## src/rtl/ps2_key_decoder.sv

```systemverilog
// PS/2 set-2 scancode decoder: tracks prefixes and modifiers, translates makes to ASCII
// and queues characters for the LC-3 KBSR/KBDR registers.
module ps2_key_decoder #(
    parameter int DEPTH = 8,
    localparam int PTR_W = $clog2(DEPTH)
) (
    input  logic       clk,
    input  logic       rst_n,
    input  logic       cmd_rdy,
    input  logic [8:0] cmd,
    input  logic       error,
    input  logic       kb_rd,
    input  logic       ovf_clr,
    output logic       kb_rdy,
    output logic [7:0] kb_data,
    output logic       kb_ovf,
    output logic [7:0] err_cnt
);

    typedef enum logic [1:0] {
        ST_IDLE    = 2'd0,
        ST_BRK     = 2'd1,
        ST_EXT     = 2'd2,
        ST_EXT_BRK = 2'd3
    } state_t;

    // {hit, letter, base char, shifted char}; letters carry their upper case as shifted form
    function automatic logic [17:0] key_rom(input logic [7:0] code);
        logic [17:0] r;
        case (code)
            8'h1C: r = {2'b11, 8'h61, 8'h41};  8'h32: r = {2'b11, 8'h62, 8'h42};
            8'h21: r = {2'b11, 8'h63, 8'h43};  8'h23: r = {2'b11, 8'h64, 8'h44};
            8'h24: r = {2'b11, 8'h65, 8'h45};  8'h2B: r = {2'b11, 8'h66, 8'h46};
            8'h34: r = {2'b11, 8'h67, 8'h47};  8'h33: r = {2'b11, 8'h68, 8'h48};
            8'h43: r = {2'b11, 8'h69, 8'h49};  8'h3B: r = {2'b11, 8'h6A, 8'h4A};
            8'h42: r = {2'b11, 8'h6B, 8'h4B};  8'h4B: r = {2'b11, 8'h6C, 8'h4C};
            8'h3A: r = {2'b11, 8'h6D, 8'h4D};  8'h31: r = {2'b11, 8'h6E, 8'h4E};
            8'h44: r = {2'b11, 8'h6F, 8'h4F};  8'h4D: r = {2'b11, 8'h70, 8'h50};
            8'h15: r = {2'b11, 8'h71, 8'h51};  8'h2D: r = {2'b11, 8'h72, 8'h52};
            8'h1B: r = {2'b11, 8'h73, 8'h53};  8'h2C: r = {2'b11, 8'h74, 8'h54};
            8'h3C: r = {2'b11, 8'h75, 8'h55};  8'h2A: r = {2'b11, 8'h76, 8'h56};
            8'h1D: r = {2'b11, 8'h77, 8'h57};  8'h22: r = {2'b11, 8'h78, 8'h58};
            8'h35: r = {2'b11, 8'h79, 8'h59};  8'h1A: r = {2'b11, 8'h7A, 8'h5A};
            8'h16: r = {2'b10, 8'h31, 8'h21};  8'h1E: r = {2'b10, 8'h32, 8'h40};
            8'h26: r = {2'b10, 8'h33, 8'h23};  8'h25: r = {2'b10, 8'h34, 8'h24};
            8'h2E: r = {2'b10, 8'h35, 8'h25};  8'h36: r = {2'b10, 8'h36, 8'h5E};
            8'h3D: r = {2'b10, 8'h37, 8'h26};  8'h3E: r = {2'b10, 8'h38, 8'h2A};
            8'h46: r = {2'b10, 8'h39, 8'h28};  8'h45: r = {2'b10, 8'h30, 8'h29};
            8'h4E: r = {2'b10, 8'h2D, 8'h5F};  8'h55: r = {2'b10, 8'h3D, 8'h2B};
            8'h54: r = {2'b10, 8'h5B, 8'h7B};  8'h5B: r = {2'b10, 8'h5D, 8'h7D};
            8'h4C: r = {2'b10, 8'h3B, 8'h3A};  8'h52: r = {2'b10, 8'h27, 8'h22};
            8'h0E: r = {2'b10, 8'h60, 8'h7E};  8'h41: r = {2'b10, 8'h2C, 8'h3C};
            8'h49: r = {2'b10, 8'h2E, 8'h3E};  8'h4A: r = {2'b10, 8'h2F, 8'h3F};
            8'h5D: r = {2'b10, 8'h5C, 8'h7C};  8'h29: r = {2'b10, 8'h20, 8'h20};
            8'h5A: r = {2'b10, 8'h0A, 8'h0A};  8'h66: r = {2'b10, 8'h08, 8'h08};
            8'h0D: r = {2'b10, 8'h09, 8'h09};  8'h76: r = {2'b10, 8'h1B, 8'h1B};
            default: r = 18'h00000;
        endcase
        return r;
    endfunction

    state_t           state_r, state_nxt_s;
    logic             lshift_r, rshift_r, lctrl_r, rctrl_r, caps_r;
    logic             lshift_nxt_s, rshift_nxt_s, lctrl_nxt_s, rctrl_nxt_s, caps_nxt_s;
    logic             key_vld_s, key_ext_s, key_brk_s;
    logic             char_vld_s, pend_vld_r;
    logic [7:0]       char_s, pend_char_r, err_cnt_r;
    logic [7:0]       code_s, rom_base_s, rom_shift_s;
    logic             rom_hit_s, rom_letter_s, shift_s, ctrl_s, is_f0_s, is_e0_s;
    logic             unused_parity_s;
    logic [7:0]       mem_r [DEPTH];
    logic [PTR_W:0]   wr_ptr_r, rd_ptr_r, wr_ptr_nxt_s, rd_ptr_nxt_s;
    logic             fifo_empty_s, fifo_full_s, do_push_s, do_pop_s, ovf_set_s;
    logic             kb_rdy_r, kb_ovf_r;
    logic [7:0]       kb_data_r, kb_data_nxt_s;

    assign code_s          = cmd[7:0];
    assign unused_parity_s = cmd[8];
    assign is_f0_s         = (code_s == 8'hF0);
    assign is_e0_s         = (code_s == 8'hE0);
    assign {rom_hit_s, rom_letter_s, rom_base_s, rom_shift_s} = key_rom(code_s);
    assign shift_s         = lshift_r | rshift_r;
    assign ctrl_s          = lctrl_r | rctrl_r;

    // Prefix parser: decides which bytes are keys and whether they are extended/break
    always_comb begin
        state_nxt_s = state_r;
        key_vld_s   = 1'b0;
        key_ext_s   = 1'b0;
        key_brk_s   = 1'b0;
        if (cmd_rdy && error) begin
            state_nxt_s = ST_IDLE;
        end else if (cmd_rdy) begin
            case (state_r)
                ST_IDLE: begin
                    if (is_f0_s) state_nxt_s = ST_BRK;
                    else if (is_e0_s) state_nxt_s = ST_EXT;
                    else key_vld_s = 1'b1;
                end
                ST_EXT: begin
                    if (is_f0_s) state_nxt_s = ST_EXT_BRK;
                    else if (is_e0_s) state_nxt_s = ST_EXT;
                    else begin key_vld_s = 1'b1; key_ext_s = 1'b1; state_nxt_s = ST_IDLE; end
                end
                ST_BRK: begin
                    if (is_e0_s) state_nxt_s = ST_EXT;
                    else if (is_f0_s) state_nxt_s = ST_BRK;
                    else begin key_vld_s = 1'b1; key_brk_s = 1'b1; state_nxt_s = ST_IDLE; end
                end
                ST_EXT_BRK: begin
                    if (is_e0_s) state_nxt_s = ST_EXT;
                    else if (is_f0_s) state_nxt_s = ST_EXT_BRK;
                    else begin
                        key_vld_s   = 1'b1;
                        key_ext_s   = 1'b1;
                        key_brk_s   = 1'b1;
                        state_nxt_s = ST_IDLE;
                    end
                end
                default: state_nxt_s = ST_IDLE;
            endcase
        end else begin
            state_nxt_s = state_r;
        end
    end

    // Key action: modifier updates or character translation
    always_comb begin
        lshift_nxt_s = lshift_r;
        rshift_nxt_s = rshift_r;
        lctrl_nxt_s  = lctrl_r;
        rctrl_nxt_s  = rctrl_r;
        caps_nxt_s   = caps_r;
        char_vld_s   = 1'b0;
        char_s       = 8'h00;
        if (key_vld_s) begin
            if (!key_ext_s && code_s == 8'h12) lshift_nxt_s = ~key_brk_s;
            else if (!key_ext_s && code_s == 8'h59) rshift_nxt_s = ~key_brk_s;
            else if (key_ext_s && code_s == 8'h14) rctrl_nxt_s = ~key_brk_s;
            else if (code_s == 8'h14) lctrl_nxt_s = ~key_brk_s;
            else if (!key_ext_s && code_s == 8'h58) caps_nxt_s = caps_r ^ ~key_brk_s;
            else if (!key_ext_s && !key_brk_s && rom_hit_s) begin
                if (rom_letter_s) begin
                    char_vld_s = 1'b1;
                    if (ctrl_s) char_s = rom_shift_s & 8'h1F;
                    else if (shift_s ^ caps_r) char_s = rom_shift_s;
                    else char_s = rom_base_s;
                end else if (!ctrl_s) begin
                    char_vld_s = 1'b1;
                    char_s     = shift_s ? rom_shift_s : rom_base_s;
                end else begin
                    char_vld_s = 1'b0;
                end
            end else begin
                char_vld_s = 1'b0;
            end
        end else begin
            char_vld_s = 1'b0;
        end
    end

    // Parser, modifier, pending-char and error-count registers
    always_ff @(posedge clk or negedge rst_n) begin
        if (!rst_n) begin
            state_r     <= ST_IDLE;
            lshift_r    <= 1'b0;
            rshift_r    <= 1'b0;
            lctrl_r     <= 1'b0;
            rctrl_r     <= 1'b0;
            caps_r      <= 1'b0;
            pend_vld_r  <= 1'b0;
            pend_char_r <= 8'h00;
            err_cnt_r   <= 8'h00;
        end else begin
            state_r     <= state_nxt_s;
            lshift_r    <= lshift_nxt_s;
            rshift_r    <= rshift_nxt_s;
            lctrl_r     <= lctrl_nxt_s;
            rctrl_r     <= rctrl_nxt_s;
            caps_r      <= caps_nxt_s;
            pend_vld_r  <= char_vld_s;
            pend_char_r <= char_s;
            if (cmd_rdy && error && err_cnt_r != 8'hFF) err_cnt_r <= err_cnt_r + 8'h01;
            else err_cnt_r <= err_cnt_r;
        end
    end

    assign fifo_empty_s = (wr_ptr_r == rd_ptr_r);
    assign fifo_full_s  = (wr_ptr_r[PTR_W] != rd_ptr_r[PTR_W]) &&
                          (wr_ptr_r[PTR_W-1:0] == rd_ptr_r[PTR_W-1:0]);
    assign do_pop_s     = kb_rd & ~fifo_empty_s;
    assign do_push_s    = pend_vld_r & (~fifo_full_s | do_pop_s);
    assign ovf_set_s    = pend_vld_r & fifo_full_s & ~do_pop_s;
    assign wr_ptr_nxt_s = wr_ptr_r + {{PTR_W{1'b0}}, do_push_s};
    assign rd_ptr_nxt_s = rd_ptr_r + {{PTR_W{1'b0}}, do_pop_s};

    // Head after this edge; bypass the char being written when it lands at the new head
    always_comb begin
        kb_data_nxt_s = 8'h00;
        if (wr_ptr_nxt_s == rd_ptr_nxt_s) kb_data_nxt_s = 8'h00;
        else if (do_push_s && rd_ptr_nxt_s[PTR_W-1:0] == wr_ptr_r[PTR_W-1:0]) kb_data_nxt_s = pend_char_r;
        else kb_data_nxt_s = mem_r[rd_ptr_nxt_s[PTR_W-1:0]];
    end

    // Character FIFO with registered head/ready and sticky overflow
    always_ff @(posedge clk or negedge rst_n) begin
        if (!rst_n) begin
            for (int i = 0; i < DEPTH; i++) mem_r[i] <= 8'h00;
            wr_ptr_r  <= '0;
            rd_ptr_r  <= '0;
            kb_rdy_r  <= 1'b0;
            kb_data_r <= 8'h00;
            kb_ovf_r  <= 1'b0;
        end else begin
            if (do_push_s) mem_r[wr_ptr_r[PTR_W-1:0]] <= pend_char_r;
            wr_ptr_r  <= wr_ptr_nxt_s;
            rd_ptr_r  <= rd_ptr_nxt_s;
            kb_rdy_r  <= (wr_ptr_nxt_s != rd_ptr_nxt_s);
            kb_data_r <= kb_data_nxt_s;
            if (ovf_set_s) kb_ovf_r <= 1'b1;
            else if (ovf_clr) kb_ovf_r <= 1'b0;
            else kb_ovf_r <= kb_ovf_r;
        end
    end

    assign kb_rdy  = kb_rdy_r;
    assign kb_data = kb_data_r;
    assign kb_ovf  = kb_ovf_r;
    assign err_cnt = err_cnt_r;

endmodule

```

## config.mk

```make
export PLATFORM = sky130hd
export DESIGN_NAME = ps2_key_decoder
export DESIGN_NICKNAME = d
export VERILOG_FILES = /design/src/rtl/ps2_key_decoder.sv
export SDC_FILE = /design/constraint.sdc
export NUM_CORES = 1
export LEC_CHECK = 0
export CORE_MARGIN = 5
export CORE_UTILIZATION = 45
export CTS_CLUSTER_SIZE = 8
export DETAILED_ROUTE_END_ITERATION = 16
export GPL_TIMING_DRIVEN = 0
export PLACE_DENSITY = 0.69
export SYNTH_ARGS = -nofsm -noshare
export SYNTH_HDL_FRONTEND = slang
export SYNTH_SLANG_ARGS = --single-unit
```

## constraint.sdc

```tcl
create_clock -name clk -period 4.5 [get_ports clk]
set_input_delay 0.9 -clock clk [delete_from_list [all_inputs] [get_ports clk]]
set_output_delay 0.9 -clock clk [all_outputs]
set_load 0.02 [all_outputs]
```

Word-level counts from Yosys, hierarchy flattened. Memories as Yosys holds them, arrays and structs flattened. Index checks and enable logic that the tools add are counted.

ROM bits: 2048. Bits of input ports: 15. Flip-flop bits (word level): 106. Memories: 1.

Add/sub/neg operators: 3. Equal/unequal tests: 17. Reductions and logical operators: 24. Bitwise logic cells: 19. $lt $le $gt $ge: 3. Multiplexer cells: 56.

Memory list: (no name shown) (depth 128, bits a word 16, rd ports 1, clocked after memory_dff 0, wr ports 0, RTL line 30) `case (code)`.

Operators by type and width (count): two-way mux 8 bit (17); bitwise mux 64 bit (1); binary-select mux 8 bit (select 3 bit) (1); demux 8 bit (select 3 bit) (1); two-way mux 1 bit (23); two-way mux 18 bit (1); two-way mux 2 bit (9); == test 8 x 5 -> 1 bit (second input constant) (2); == test 8 x 7 -> 1 bit (second input constant) (2); == test 8 bit (second input constant) (2); logical AND 1 bit (11); adder 4 x 1 -> 4 bit (2); adder 8 x 1 -> 8 bit (second input constant) (1); == test 4 bit (2); greater-or-equal comparator 4 bit (second input constant) (2); inequality test 8 bit (second input constant) (1); NOT 1 bit (8); NOT 3 -> 4 bit (2); case mux 2 bit (4 select lines) (1); == test 3 bit (2); AND reduction 6 bit (1); AND reduction 5 bit (1); bitwise AND 1 bit (4); == test 2 bit (second input constant) (2); other kinds (15) (23).

Longest topological paths before layout.
Depth in word-level cells: 16. Gate-level depth with buffers: 13. Depth with buffers taken out: 12.

Worst setup path after synthesis. OpenSTA, ideal clock, no wires.

Kind: input port to flip-flop. Start: input kb_rd. End: register kb_data_r[0], in the netlist kb_data[0]. Cell stages on the path: 9. Data arrival time: 2.988 ns. Library setup time: 0.149 ns. Slack: 1.363 ns. Buffers on the path: 2. Cells stage by stage: a21boi_0 > ha_1 > ha_1 > clkbuf_1 > clkbuf_1 > xnor2_1 > nand3_1 > nor3b_1 > nor2_1.

Longest elaborated chain between the ends: 8. Elaborated cells on any way between the ends: 14. Classes of those cells: add/sub (2); eq/ne (2); mux (5); bitwise (4); reduce/logical (1).

Ends and longest elaborated chain: from (decl) (RTL line 12) `input logic kb_rd,`; bitwise AND 1 bit (*) (RTL line 191) `assign do_pop_s = kb_rd & ~fifo_empty_s;`; adder 4 x 1 -> 4 bit (*) (RTL line 195) `assign rd_ptr_nxt_s = rd_ptr_r + {{PTR_W{1'b0}}, do_pop_s};`; net rd_ptr_nxt_s[1] (RTL line 72) `logic [PTR_W:0] wr_ptr_r, rd_ptr_r, wr_ptr_nxt_s, rd_ptr_nxt_s;`; NOT 3 -> 4 bit (not written as such) (RTL line 202) `else kb_data_nxt_s = mem_r[rd_ptr_nxt_s[PTR_W-1:0]];`; binary-select mux 8 bit (select 3 bit) (RTL line 202); two-way mux 8 bit (not written as such) (2 in a row) (RTL line 202); two-way mux 8 bit (RTL line 201) `else if (do_push_s && rd_ptr_nxt_s[PTR_W-1:0] == wr_ptr_r[PTR_W-1:0]) kb_data_nxt_s = pend_char_r;`; two-way mux 8 bit (*) (RTL line 200) `if (wr_ptr_nxt_s == rd_ptr_nxt_s) kb_data_nxt_s = 8'h00;`; net kb_data_nxt_s[0] (RTL line 75) `logic [7:0] kb_data_r, kb_data_nxt_s;`; to (signal assigned) (RTL line 219) `kb_data_r <= kb_data_nxt_s;`; to (decl) (RTL line 75).

The timed path passes the listed nets; every way through them passes the cells marked *. The select of a mux whose other input is x is not followed. A chain may end at the register's enable or synchronous reset.

Worst setup path after layout.
Start: input cmd[0]. End: register pend_char_r[4].

Longest elaborated chain between the ends: 16. Elaborated cells on any way between the ends: 41. Classes of those cells: eq/ne (6); mux (26); reduce/logical (8); memory (1).

Ends and longest elaborated chain: from (decl) (RTL line 10) `input logic [8:0] cmd,`; branches (longest 15 deep; another with memory (128 x 16 bit)); two-way mux 8 bit (*) (RTL line 136) `if (key_vld_s) begin`; net char_s[4] (RTL line 67) `logic [7:0] char_s, pend_char_r, err_cnt_r;`; to (signal assigned) (RTL line 182) `pend_char_r <= char_s;`; to (decl) (RTL line 67).

Mark *: on every way through the listed nets, which the timed path passes.

==> results.cfg <==
[status]
status = finished clean

[logic_synthesis]
syn_inst = 613
synth-edff-count = 0
yosysUniqueCellTypes = 80
ys_seq_area_frac = 0.376
syn_avg_cell_area_sq_um = 10.4
async_reset_ff_frac = 1.00
synth_ff_type = dfrtp_1
synthTopCellsByArea = dfrtp_1 38%, mux2_2 12%, mux4_2 6.3%
yosysWarningCount = 0
yosysTopAreaCell = dfrtp_1
synth_seq_cells = 96
syn_area_sq_um = 6390
synth_fp_nets = 640
netlist.area_leader.share = 0.376

[setup_path]
reg2reg_slack_ps = 620
reg2reg_to = kb_data[6]$_DFF_PN0_
path_class = in -> reg
path_max_fanout = 11
end_kind = register
critPathLaunchType = primary input
ff2ff_path_depth = 12
regToRegStartpoint = wr_ptr_r[0]$_DFF_PN0_
crit_arrival_ps = 4450
required_ps = 4740

[sta]
fin_skew_ps = 9.12
drv_slew = 0
timing.final.crit_period_ps = 4200
relSlewSlack = 0.277
tns_ps = 0
rsz0062_at_grt = no
fmax_ghz = 0.238
finalSetupViolCount = 0
worstMarginPinSlew_ps = 1080
hold_violations = 0
finalCritPeriodShare = 0.934

[global_route]
grt_pass1_vias = 5479
grt_pass1_wl_mm = 30.3
grt_util_all_layers = 0.233
antenna_found_initial = 0
grt_max_degree = 52
grt-ovfl-total = 0

[floorplanning]
core_sq_um = 13900
die_area_sq_um = 16700
die_h_um = 129
ios = 33
die_width_um = 129
num_rows = 43
initial_core_util = 0.461

[drt]
routed-via-count = 5256
viasPerCell = 6.26
avgRoutedWirePerCell_um = 22.1
drt_iter0_drc = 482
totalWireLength_mm = 18.5
postRouteAntennaNets = 0
drt-pass1-iter-count = 8
drc = 0

[final_layout]
stdcell_count = 839
syn2layout_area_growth_pct = 14.1
final_util = 0.525
layout_common_cells = 96 x dfrtp_1, 66 x mux2_2, 39 x nand2_1
fin_nets = 682
drive_gt1_frac = 0.232
num_antenna_cells = 0
final_common_cell = dfrtp_1

[clocking]
cts_tree = yes
numCtsBuffers = 9
clk_latency_ps = 340
cts.path.max_buffers = 2
clk_pin_slew_worst_paths_ps = 60
cts_htree_levels = 3
cts_sinks = 96
cts.hold.buffers_added = 0
cts-root-buf = clkbuf_16

[job]
max_cap_viol_count = 0

[hold_path]
whs_path_depth = 2
worst_hold_path.endpoint = rshift_r$_DFFE_PN0P_
hold_start = rshift_r$_DFFE_PN0P_
hold_path.class = reg -> reg

[power]
leakage_nw = 3.17
p_per_area_nw_per_um2 = 392
vdd_drop_max_mv = 0.318
p_total_w = 0.00286

[placement]
portBuffers = 30
dp.cells = 824
place_congestion = 0.974
dp_hpwl_mm = 13.6
what timing repair did:
item	in CTS	in global routing
gates resized for setup	0	1
buffers inserted	0	0
endpoints found under the setup margin	0	8
metrics by stage:
stage / hold WS [ps] / instance area [sq um] / setup WS [ps]
final: 496 / 7290 / 297
after detailed placement: 481 / 6940 / -256
after global routing: 513 / 7290 / 153
after global placement: 474 / 6920 / -661
after CTS: 495 / 7290 / 96.6
after floorplan: 450 / 6390 / 1360
flip-flops by register name, indices dropped and copies added (netlist names), 2 cells and up:
name and count:
err_cnt 8, kb_data 7, mem_r 56, pend_char_r 7
rd_ptr_r 4, state_r 2, wr_ptr_r 4
cell families after synthesis:
kind of cell               count (synthesis)  synth area share
buffers and inverters                     59            0.0483
AOI/OAI and AO/OA                        139             0.150
adders and majority gates                 12            0.0235
and+or+nand+nor                          182             0.164
DFF                                       96             0.376
other                                      1          0.000587
muxes                                    100             0.205
xor gates and xnor gates                  24            0.0341
where the power goes:
part	leakage (nW)	internal [W]	switching (W)
Combinational	1.69	0.000397	0.000601
Clock	0.169	0.000556	0.000305
Sequential	1.31	0.000932	0.0000671
Total	3.17	0.00188	0.000973
Yosys cell counts, drive strengths merged, types with 6 or more instances:
cell    number
a211o        7
a211oi       7
a21oi       30
a31oi        8
buf         29
clkbuf      14
dfrtp       96
ha          12
inv         16
mux2        66
mux2i       16
mux4        18
nand2       41
nand2b      15
nand3       11
nand4        6
nor2        38
nor2b        9
nor3        11
nor3b        7
o21ai       30
o22ai        8
or2          8
xnor2       11
xor2        13
worst max-delay path by stage:
stage          startpoint                        to  slack [ps]  cells past startpoint
6_report           cmd[0]  pend_char_r[4]$_DFF_PN0_         300                     11
4_1_cts             kb_rd      kb_data[6]$_DFF_PN0_         100                     10
2_1_floorplan       kb_rd      kb_data[0]$_DFF_PN0_        1360                      9
3_3_place_gp        rst_n    state_r[1]$_DFFE_PN0P_        -660                      1
3_5_place_dp        kb_rd      kb_data[6]$_DFF_PN0_        -260                     10
5_1_grt            cmd[0]  pend_char_r[4]$_DFF_PN0_         150                     11
layout make-up:
type                    count  area (sq um)
fillers                  1250          6590
plain buffers              43           249
repair buffers             31           325
clock buffers              10           239
multi-input cells         458          3690
inverters                  16          60.1
flip-flops and latches     96          2400
clock inverters             5           104
well taps                 180           225
metal layers:
metal,up-vias,GRT usage,part of all wire
met5,-,0,0
met3,42,0.0569,0.088
li1,2361,-,-
met4,0,0.0729,0.027
met2,238,0.354,0.44
met1,2615,0.331,0.44
worst max-delay path: stages:
cell	delay (ps)
clkdlybuf4s50_1	660
inv_1	370
ha_1	220
buf_2	250
nand3b_1	130
a211oi_1	910
o311ai_0	300
o21ai_0	170
a31oi_1	120
o21a_1	260
o22ai_1	130
(Power assumes the default switching activity.)
